===== config.mk =====
export PLATFORM = sky130hd
export DESIGN_NAME = dcm_reset_ctrl
export DESIGN_NICKNAME = d
export VERILOG_FILES = /design/src/rtl/dcm_reset_ctrl_pkg.sv /design/src/rtl/sync_2ff.sv /design/src/rtl/dcm_reset_ctrl.sv
export SDC_FILE = /design/constraint.sdc
export NUM_CORES = 1
export LEC_CHECK = 0
export ABC_AREA = 1
export CORE_ASPECT_RATIO = 1.5
export CORE_MARGIN = 5
export CORE_UTILIZATION = 57
export CTS_CLUSTER_DIAMETER = 150
export DETAILED_ROUTE_END_ITERATION = 12
export GPL_TIMING_DRIVEN = 0
export PLACE_DENSITY = 0.78
export SYNTH_ARGS = -nofsm -noshare
export SYNTH_HDL_FRONTEND = slang
export SYNTH_SLANG_ARGS = --single-unit

===== constraint.sdc =====
create_clock -name clk -period 1.7 [get_ports clk]
set_input_delay 0.255 -clock clk [delete_from_list [all_inputs] [get_ports clk]]
set_output_delay 0.255 -clock clk [all_outputs]
set_load 0.01 [all_outputs]

===== src/rtl/dcm_reset_ctrl_pkg.sv =====
// Shared types and defaults for the DCM reset sequencer.
package dcm_reset_ctrl_pkg;

  localparam int unsigned DefRstCycles    = 8;
  localparam int unsigned DefLockTimeout  = 1024;
  localparam int unsigned DefSettleCycles = 16;
  localparam int unsigned DefMaxRetries   = 4;

  // Consecutive lock-low cycles needed to declare loss when the glitch filter is built in.
  localparam int unsigned GlitchLen = 4;

  typedef enum logic [2:0] {
    StDcmRst,
    StWaitLock,
    StSettle,
    StRun,
    StFail
  } state_e;

  function automatic int unsigned max3(input int unsigned a, input int unsigned b,
                                       input int unsigned c);
    int unsigned m;
    m = (a > b) ? a : b;
    return (m > c) ? m : c;
  endfunction

endpackage


===== src/rtl/sync_2ff.sv =====
// Two-flop synchroniser for a single asynchronous bit; clears to 0 on synchronous reset.
module sync_2ff (
  input  logic clk_i,
  input  logic reset_i,
  input  logic d_i,
  output logic q_o
);

  logic meta_q;
  logic sync_q;

  always_ff @(posedge clk_i) begin
    if (reset_i) begin
      meta_q <= 1'b0;
      sync_q <= 1'b0;
    end else begin
      meta_q <= d_i;
      sync_q <= meta_q;
    end
  end

  assign q_o = sync_q;

endmodule


===== src/rtl/dcm_reset_ctrl.sv =====
// DCM reset sequencer: pulses DCM RESET, waits for LOCKED, settles, then releases rst_out.
// Build macro DCM_RST_CTRL_GLITCH_FILTER_EN debounces short lock drops in SETTLE/RUN.
module dcm_reset_ctrl
  import dcm_reset_ctrl_pkg::*;
#(
  parameter int unsigned RST_CYCLES    = DefRstCycles,
  parameter int unsigned LOCK_TIMEOUT  = DefLockTimeout,
  parameter int unsigned SETTLE_CYCLES = DefSettleCycles,
  parameter int unsigned MAX_RETRIES   = DefMaxRetries
) (
  input  logic                               clk,
  input  logic                               reset,
  input  logic                               locked_in,
  output logic                               dcm_reset,
  output logic                               rst_out,
  output logic                               ready,
  output logic                               fail,
  output logic [$clog2(MAX_RETRIES+1)-1:0]   retry_cnt
);

  localparam int unsigned TimerW = $clog2(max3(RST_CYCLES, LOCK_TIMEOUT, SETTLE_CYCLES));
  localparam int unsigned RetryW = $clog2(MAX_RETRIES + 1);
  localparam int unsigned LossW  = $clog2(GlitchLen);
`ifdef DCM_RST_CTRL_GLITCH_FILTER_EN
  localparam bit FilterEn = 1'b1;
`else
  localparam bit FilterEn = 1'b0;
`endif
  localparam int unsigned LossLen = FilterEn ? GlitchLen : 1;

  localparam logic [TimerW-1:0] RstLast    = TimerW'(RST_CYCLES - 1);
  localparam logic [TimerW-1:0] LockLast   = TimerW'(LOCK_TIMEOUT - 1);
  localparam logic [TimerW-1:0] SettleLast = TimerW'(SETTLE_CYCLES - 1);
  localparam logic [RetryW-1:0] RetryLast  = RetryW'(MAX_RETRIES - 1);
  localparam logic [LossW-1:0]  LossLast   = LossW'(LossLen - 1);

  logic              locked_s;
  state_e            state_q, state_d;
  logic [TimerW-1:0] timer_q, timer_d, timer_inc;
  logic [RetryW-1:0] retry_q, retry_d;
  logic [LossW-1:0]  loss_q, loss_d;
  logic              in_lock_st, lock_lost;
  logic              dcm_reset_q, dcm_reset_d;
  logic              rst_out_q, rst_out_d;
  logic              ready_q, ready_d;
  logic              fail_q, fail_d;

  sync_2ff u_lock_sync (
    .clk_i   (clk),
    .reset_i (reset),
    .d_i     (locked_in),
    .q_o     (locked_s)
  );

  // Lock is only declared lost after LossLen consecutive low samples.
  assign in_lock_st = (state_q == StSettle) || (state_q == StRun);
  assign lock_lost  = in_lock_st && !locked_s && (loss_q == LossLast);
  assign loss_d     = (in_lock_st && !locked_s && !lock_lost) ? loss_q + 1'b1 : '0;
  assign timer_inc  = (timer_q == '1) ? timer_q : timer_q + 1'b1;

  always_ff @(posedge clk) begin
    if (reset) begin
      state_q     <= StDcmRst;
      timer_q     <= '0;
      retry_q     <= '0;
      loss_q      <= '0;
      dcm_reset_q <= 1'b1;
      rst_out_q   <= 1'b1;
      ready_q     <= 1'b0;
      fail_q      <= 1'b0;
    end else begin
      state_q     <= state_d;
      timer_q     <= timer_d;
      retry_q     <= retry_d;
      loss_q      <= loss_d;
      dcm_reset_q <= dcm_reset_d;
      rst_out_q   <= rst_out_d;
      ready_q     <= ready_d;
      fail_q      <= fail_d;
    end
  end

  always_comb begin
    state_d = state_q;
    timer_d = timer_inc;
    retry_d = retry_q;
    case (state_q)
      StDcmRst: begin
        if (timer_q == RstLast) begin
          state_d = StWaitLock;
          timer_d = '0;
        end
      end
      StWaitLock: begin
        // A lock seen on the timeout cycle still wins.
        if (locked_s) begin
          state_d = StSettle;
          timer_d = '0;
        end else if (timer_q == LockLast) begin
          timer_d = '0;
          if (retry_q == RetryLast) begin
            state_d = StFail;
          end else begin
            state_d = StDcmRst;
            retry_d = retry_q + 1'b1;
          end
        end
      end
      StSettle: begin
        if (lock_lost) begin
          state_d = StDcmRst;
          timer_d = '0;
        end else if (timer_q == SettleLast) begin
          state_d = StRun;
          timer_d = '0;
          retry_d = '0;
        end
      end
      StRun: begin
        timer_d = '0;
        if (lock_lost) begin
          state_d = StDcmRst;
        end
      end
      StFail: begin
        timer_d = '0;
      end
      default: begin
        state_d = StDcmRst;
        timer_d = '0;
      end
    endcase
  end

  // Outputs decode the upcoming state so they switch on the same edge as the state.
  always_comb begin
    dcm_reset_d = 1'b0;
    rst_out_d   = 1'b1;
    ready_d     = 1'b0;
    fail_d      = 1'b0;
    case (state_d)
      StDcmRst: dcm_reset_d = 1'b1;
      StRun: begin
        rst_out_d = 1'b0;
        ready_d   = 1'b1;
      end
      StFail:   fail_d = 1'b1;
      default: ;
    endcase
  end

  assign dcm_reset = dcm_reset_q;
  assign rst_out   = rst_out_q;
  assign ready     = ready_q;
  assign fail      = fail_q;
  assign retry_cnt = retry_q;

endmodule

==> impl_metrics.py, run 1 <==
metrics = {
    "routing": {
        "initialDrtViolationCount": 10,
        "wl_per_cell_microns": 11.8,
        "via_count": 1169,
        "wl_microns": 2680,
        "drcViolationCount": 0,
        "viasPerCell": 5.15,
        "ant_nets": 0,
        "first_pass_iters": 4,
    },
    "clock_tree": {
        "cts-root-buf": "clkbuf_4",
        "cts-buffers-inserted": 3,
        "clk_pin_slew_ns": 0.14,
        "ctsResizeCount": 0,
        "cts.sinks": 24,
        "cts_max_level": 1,
        "cts_tree": "built",
        "post_cts_buffers": 0,
        "insertion_delay_ns": 0.32,
        "cts_max_path_buffers": 2,
        "hold_buffers": 0,
    },
    "hold_path": {
        "min_from": "reset",
        "min_path_type": "in2reg",
    },
    "synth": {
        "ys_ff_latch": 24,
        "synth_seq_area_share": 0.358,
        "yosysWarnings": 0,
        "yosysTopAreaCellShare": 0.358,
        "ys_types": 23,
        "syn_area_sq_um": 1340,
        "async_flop_share": 0,
        "syn_nets": 200,
        "synth.top_cells.by_area": "dfxtp_1 (36%), nand2_1 (12%), inv_1 (9.5%)",
        "synth_edf_count": 0,
        "syn_area_per_cell_sq_um": 6.99,
        "syn_inst": 192,
        "synth.largest_area_cell": "dfxtp_1",
        "synthFlopType": "dfxtp_1",
    },
    "sta": {
        "finalHoldViolCount": 0,
        "skew_ns": 0.0122,
        "rsz0062_at_grt": "no",
        "finalSetupTns_ns": 0,
        "whs_ns": 0.283,
        "period_share": 0.946,
        "tightestPinTransition_ns": 0.388,
        "slew_viol_final": 0,
        "fin_crit_ns": 1.61,
        "timing.fmax_mhz": 622,
        "setup_viol": 0,
        "slew-limit-headroom": 0.741,
    },
    "placed_design": {
        "place.gp.congestion": 0.877,
        "placedCellCount": 223,
        "dp_hpwl_microns": 2170,
        "io_buffers": 8,
    },
    "finish": {
        "area_delta_synth_final_pct": 11.2,
        "n_antenna_cell": 0,
        "final_util": 0.668,
        "stdcell_count": 227,
        "drive_gt1_frac": 0.157,
        "nNetsFinal": 213,
    },
    "die": {
        "row_count": 21,
        "dieWidth_microns": 49.6,
        "core_area_sq_um": 2230,
        "die_area_sq_um": 3440,
        "pin_count": 10,
        "dieHeight_microns": 69.4,
        "start_util": 0.601,
    },
    "status": {
        "status": "complete, no violations",
    },
    "global_routing": {
        "grt_remaining_overflow": 0,
        "grt_pass1_vias": 1218,
        "antenna_found_initial": 0,
        "grt_max_degree": 14,
        "grt_pass1_wl_microns": 4750,
        "grt_use_total": 0.167,
    },
    "setup_path": {
        "crit_arrival_ns": 1.86,
        "cp-startpoint": "timer_q[0]$_SDFF_PP0_",
        "start_kind": "register",
        "critPathMaxFanout": 8,
        "rr_startpoint": "timer_q[0]$_SDFF_PP0_",
        "cp.required_ns": 1.95,
        "cp-end-kind": "register",
        "crit_type": "reg2reg",
    },
    "power": {
        "p_leak_nw": 0.713,
        "peakVddDrop_mv": 0.590,
        "power_density_nw_per_um2": 628,
        "fin_total_pwr_mw": 0.937,
    },
    "job": {
        "maxCapViolCount": 0,
    },
}
## registers in the layout, indices dropped and copies added, names as in the netlist
name,count
dcm_reset,1
fail,1
rst_out,1
timer_q,10
state_q,3
u_lock_sync.meta_q,1
ready,1
u_lock_sync.q_o,1
retry_cnt,3
loss_q,2
## synthesized netlist by cell type, types with 2 or more instances
cell type / n
nand3_4: 2
ha_1: 5
nand2_2: 6
nor2_8: 2
nand3_1: 14
a21oi_2: 2
a21oi_1: 6
nor3_1: 3
inv_2: 4
o21ai_0: 4
nand4_1: 3
dfxtp_1: 24
nor2_2: 5
inv_1: 34
nand2_1: 42
nor2_1: 29
## logic make-up after synthesis
logic type | after synthesis | share of synthesized area
compound gates | 13 | 0.0560
simple gates | 110 | 0.423
buf+inv | 39 | 0.109
mux | 1 | 0.00746
fa+ha+maj | 5 | 0.0466
flops | 24 | 0.358
## through the flow
| stage | cell area (sq um) | setup WS, ns |
|---|---|---|
| floorplan | 1340 | 0.256 |
| global placement | 1450 | 0.121 |
| detailed placement | 1450 | 0.0719 |
| CTS | 1490 | 0.0417 |
| global route | 1490 | 0.00478 |
| finish | 1490 | 0.0920 |
## worst max-delay path, stage by stage, from the launching register on
cell and delay (ns):
dfxtp_2 0.38, ha_2 0.22, nand2_2 0.11, nor2_8 0.14
nand3_4 0.15, ha_1 0.31, inv_1 0.05, nand2_1 0.05
a21oi_1 0.13
## layout make-up
cell class,count,area [sq um]
buffer,1,3.75
clock buffer,4,36.3
fill,216,742
inverter,38,143
multi-input combinational,129,717
sequential,24,483
tap,23,28.8
timing repair buffer,8,80.1
## power by group
| group | internal [mW] | total [mW] | switching (mW) |
|---|---|---|---|
| Sequential | 0.574 | 0.583 | 0.00965 |
| Clock | 0.131 | 0.301 | 0.170 |
| Combinational | 0.0213 | 0.0525 | 0.0312 |
| Total | 0.726 | 0.937 | 0.211 |
## layer usage
layer,share of wire,routed length [microns],up-vias,global-route usage
li1,-,-,616,-
met1,0.39,1030,537,0.154
met2,0.58,1560,10,0.340
met3,0.017,46,6,0.0258
met4,0.015,40,0,0.0583
met5,0,0,-,0
## cells in the final DEF (no fill, tap or decap), drive strengths merged
cell           synthesis  final
nand2                 49     49
inv                   38     38
nor2                  37     37
dfxtp                 24     24
nand3                 17     17
clkdlybuf4s50          0      8
a21oi                  8      8
ha                     5      5
clkbuf                 1      5
o21ai                  4      4
nand4                  3      3
nor3                   3      3
nand3b                 1      1
mux2i                  1      1
o31ai                  1      1
## worst paths after layout
path                                              endpoint  slack (ns)  depth (start not counted)
worst max-delay path                 timer_q[0]$_SDFF_PP0_        0.09                          8
worst min-delay path                 state_q[1]$_SDFF_PP0_        0.28                          2
worst max register to register       timer_q[0]$_SDFF_PP0_        0.09                          8
worst min register to register  u_lock_sync.q_o$_SDFF_PP0_        0.42                          2
No activity file was read; power rests on OpenSTA's default activity.
==> run 2: changes to the inputs <==
--- a/config.mk
+++ b/config.mk
@@ -9,7 +9,7 @@
 export CORE_ASPECT_RATIO = 1.5
 export CORE_MARGIN = 5
 export CORE_UTILIZATION = 57
-export CTS_CLUSTER_DIAMETER = 150
+export CTS_CLUSTER_DIAMETER = 40
 export DETAILED_ROUTE_END_ITERATION = 12
 export GPL_TIMING_DRIVEN = 0
 export PLACE_DENSITY = 0.78
==> results of run 2 <==
The final DEF is identical to that of run 1; final timing and power are the same.
==> run 3: changes to the inputs <==
--- a/config.mk
+++ b/config.mk
@@ -7,12 +7,10 @@
 export LEC_CHECK = 0
 export ABC_AREA = 1
 export CORE_ASPECT_RATIO = 1.5
-export CORE_MARGIN = 5
-export CORE_UTILIZATION = 57
+export CORE_UTILIZATION = 45
 export CTS_CLUSTER_DIAMETER = 40
 export DETAILED_ROUTE_END_ITERATION = 12
 export GPL_TIMING_DRIVEN = 0
-export PLACE_DENSITY = 0.78
 export SYNTH_ARGS = -nofsm -noshare
 export SYNTH_HDL_FRONTEND = slang
 export SYNTH_SLANG_ARGS = --single-unit
==> run 3 against run 2 <==
Effect of this change: count of clock-buffer cells in the layout fell by 1; power increased by 2.3%; sequential power barely moved; clock power is 8.3% higher; die area is 6.8% lower; utilization fell by 12 points; wire length decreased by 6.9%; final cell count increased by 5.7%; critical endpoint unchanged; highest routed layer unchanged.
==> impl_metrics.py, run 3 (synthesis results as in run 1) <==
metrics = {
    "die": {
        "pin_count": 10,
        "core_area_sq_um": 2760,
        "dieWidth_microns": 46.6,
        "row_count": 23,
        "die_area_sq_um": 3210,
        "start_util": 0.486,
        "dieHeight_microns": 68.9,
    },
    "sta": {
        "period_share": 0.921,
        "slew-limit-headroom": 0.752,
        "fin_crit_ns": 1.57,
        "slew_viol_final": 0,
        "skew_ns": 0.00152,
        "setup_viol": 0,
        "finalSetupTns_ns": 0,
        "timing.fmax_mhz": 639,
        "tightestPinTransition_ns": 0.372,
        "finalHoldViolCount": 0,
    },
    "power": {
        "p_leak_nw": 0.713,
        "power_density_nw_per_um2": 632,
        "peakVddDrop_mv": 0.514,
    },
    "finish": {
        "layout_common_cells": "nand2_1 (42), inv_1 (34), nor2_1 (29), dfxtp_1 (23), nand3_1 (14)",
        "largest_reg_flops": 10,
        "layout.cells.most_common": "nand2_1",
        "drive_gt1_frac": 0.153,
        "final_util": 0.549,
        "top_register": "timer_q",
        "stdcell_count": 240,
        "n_antenna_cell": 0,
        "nNetsFinal": 213,
        "area_delta_synth_final_pct": 13.1,
    },
    "placed_design": {
        "io_buffers": 8,
        "place.gp.congestion": 0.816,
        "placedCellCount": 237,
        "dp_hpwl_microns": 2030,
    },
    "clock_tree": {
        "clk_pin_slew_ns": 0.08,
        "cts-root-buf": "clkbuf_8",
        "cts_max_level": 1,
        "cts_max_path_buffers": 2,
        "cts_tree": "built",
        "hold_buffers": 0,
        "cts.sinks": 24,
        "insertion_delay_ns": 0.26,
        "cts-buffers-inserted": 3,
    },
    "global_routing": {
        "antenna_found_initial": 0,
        "grt_pass1_vias": 1082,
        "grt_use_total": 0.191,
        "grt_remaining_overflow": 0,
        "grt_pass1_wl_microns": 4400,
        "grt_max_degree": 13,
    },
    "routing": {
        "wl_per_cell_microns": 10.4,
        "first_pass_iters": 4,
        "viasPerCell": 4.73,
        "ant_nets": 0,
        "drcViolationCount": 0,
        "initialDrtViolationCount": 34,
        "via_count": 1136,
        "wl_microns": 2490,
    },
    "setup_path": {
        "start_kind": "register",
        "crit_type": "reg2reg",
        "crit_arrival_ns": 1.76,
        "regToRegSetupSlack_ns": 0.13,
        "r2r_cells": 8,
        "cp-startpoint": "timer_q[1]$_SDFF_PP0_",
        "rr_endpoint": "timer_q[0]$_SDFF_PP0_",
        "cp-end-kind": "register",
        "cp.required_ns": 1.89,
        "critPathMaxFanout": 8,
        "rr_startpoint": "timer_q[1]$_SDFF_PP0_",
    },
    "hold_path": {
        "whs_endpoint": "u_lock_sync.q_o$_SDFF_PP0_",
        "hold_depth": 2,
        "min_path_type": "in2reg",
        "min_from": "reset",
    },
    "job": {
        "maxCapViolCount": 0,
    },
    "status": {
        "status": "complete, no violations",
    },
}
[run 3: cell types whose count changed in the layout (fill, tap and decap cells not counted)]
cell / delta
dfxtp_2: -1
clkbuf_8: +2
a21oi_1: -1
clkbuf_4: -3
a21oi_2: +1
dfxtp_1: +1
[run 3: per-stage QoR]
| stage | setup WS (ns) | hold WS, ns | power [mW] | cell area (sq um) |
|---|---|---|---|---|
| final | 0.135 | 0.338 | 0.958 | 1520 |
| after global routing | -0.00348 | 0.383 | 1.00 | 1520 |
| after CTS | 0.0662 | 0.349 | 0.971 | 1510 |
| after detailed placement | 0.0791 | 0.396 | 0.646 | 1470 |
| after global placement | 0.0940 | 0.390 | 0.643 | 1470 |
| after floorplan | 0.256 | 0.362 | 0.631 | 1340 |
[run 3: worst max-delay path by stage]
stage                           endpoint  slack [ns]  depth (start not counted)
2_1_floorplan      timer_q[0]$_SDFF_PP0_        0.26                          8
3_3_place_gp        dcm_reset$_SDFF_PP1_        0.09                          8
3_5_place_dp       timer_q[0]$_SDFF_PP0_        0.08                          8
4_1_cts            timer_q[0]$_SDFF_PP0_        0.07                          8
5_1_grt        retry_cnt[2]$_SDFFE_PP0P_      -0.003                          9
6_report           timer_q[0]$_SDFF_PP0_        0.13                          8
[run 3: routing by layer]
layer,share of wire,track usage,up-vias
li1,-,-,611
met1,0.43,0.200,514
met5,0,0,-
met4,0.019,0.0846,0
met3,0.018,0.0313,5
met2,0.53,0.354,6
[run 3: report_power, final]
group | internal, mW | switching, mW | total, mW | leakage, nW
logic | 0.0211 | 0.0294 | 0.0505 | 0.497
registers | 0.572 | 0.00926 | 0.582 | 0.195
clock network | 0.158 | 0.168 | 0.326 | 0.0216
[run 3: layout make-up]
cell class | instances | area [sq um]
fillers | 290 | 1250
multi-input cells | 129 | 721
flip-flops and latches | 24 | 482
inverters | 38 | 143
repair buffers | 8 | 80.1
well taps | 37 | 46.3
clock buffers | 3 | 41.3
plain buffers | 1 | 3.75
[run 3: critical path: stages, from the launching register on]
cell     delay [ns]
dfxtp_1        0.36
ha_2           0.23
nand2_2        0.12
nor2_8         0.14
nand3_4        0.15
ha_1           0.30
inv_1          0.05
nand2_1        0.04
a21oi_1        0.10
[run 3: repair_timing]
action                                  CTS  global route
setup buffers                             0             0
gates resized for setup                   0             3
endpoints found under the setup margin    0            15
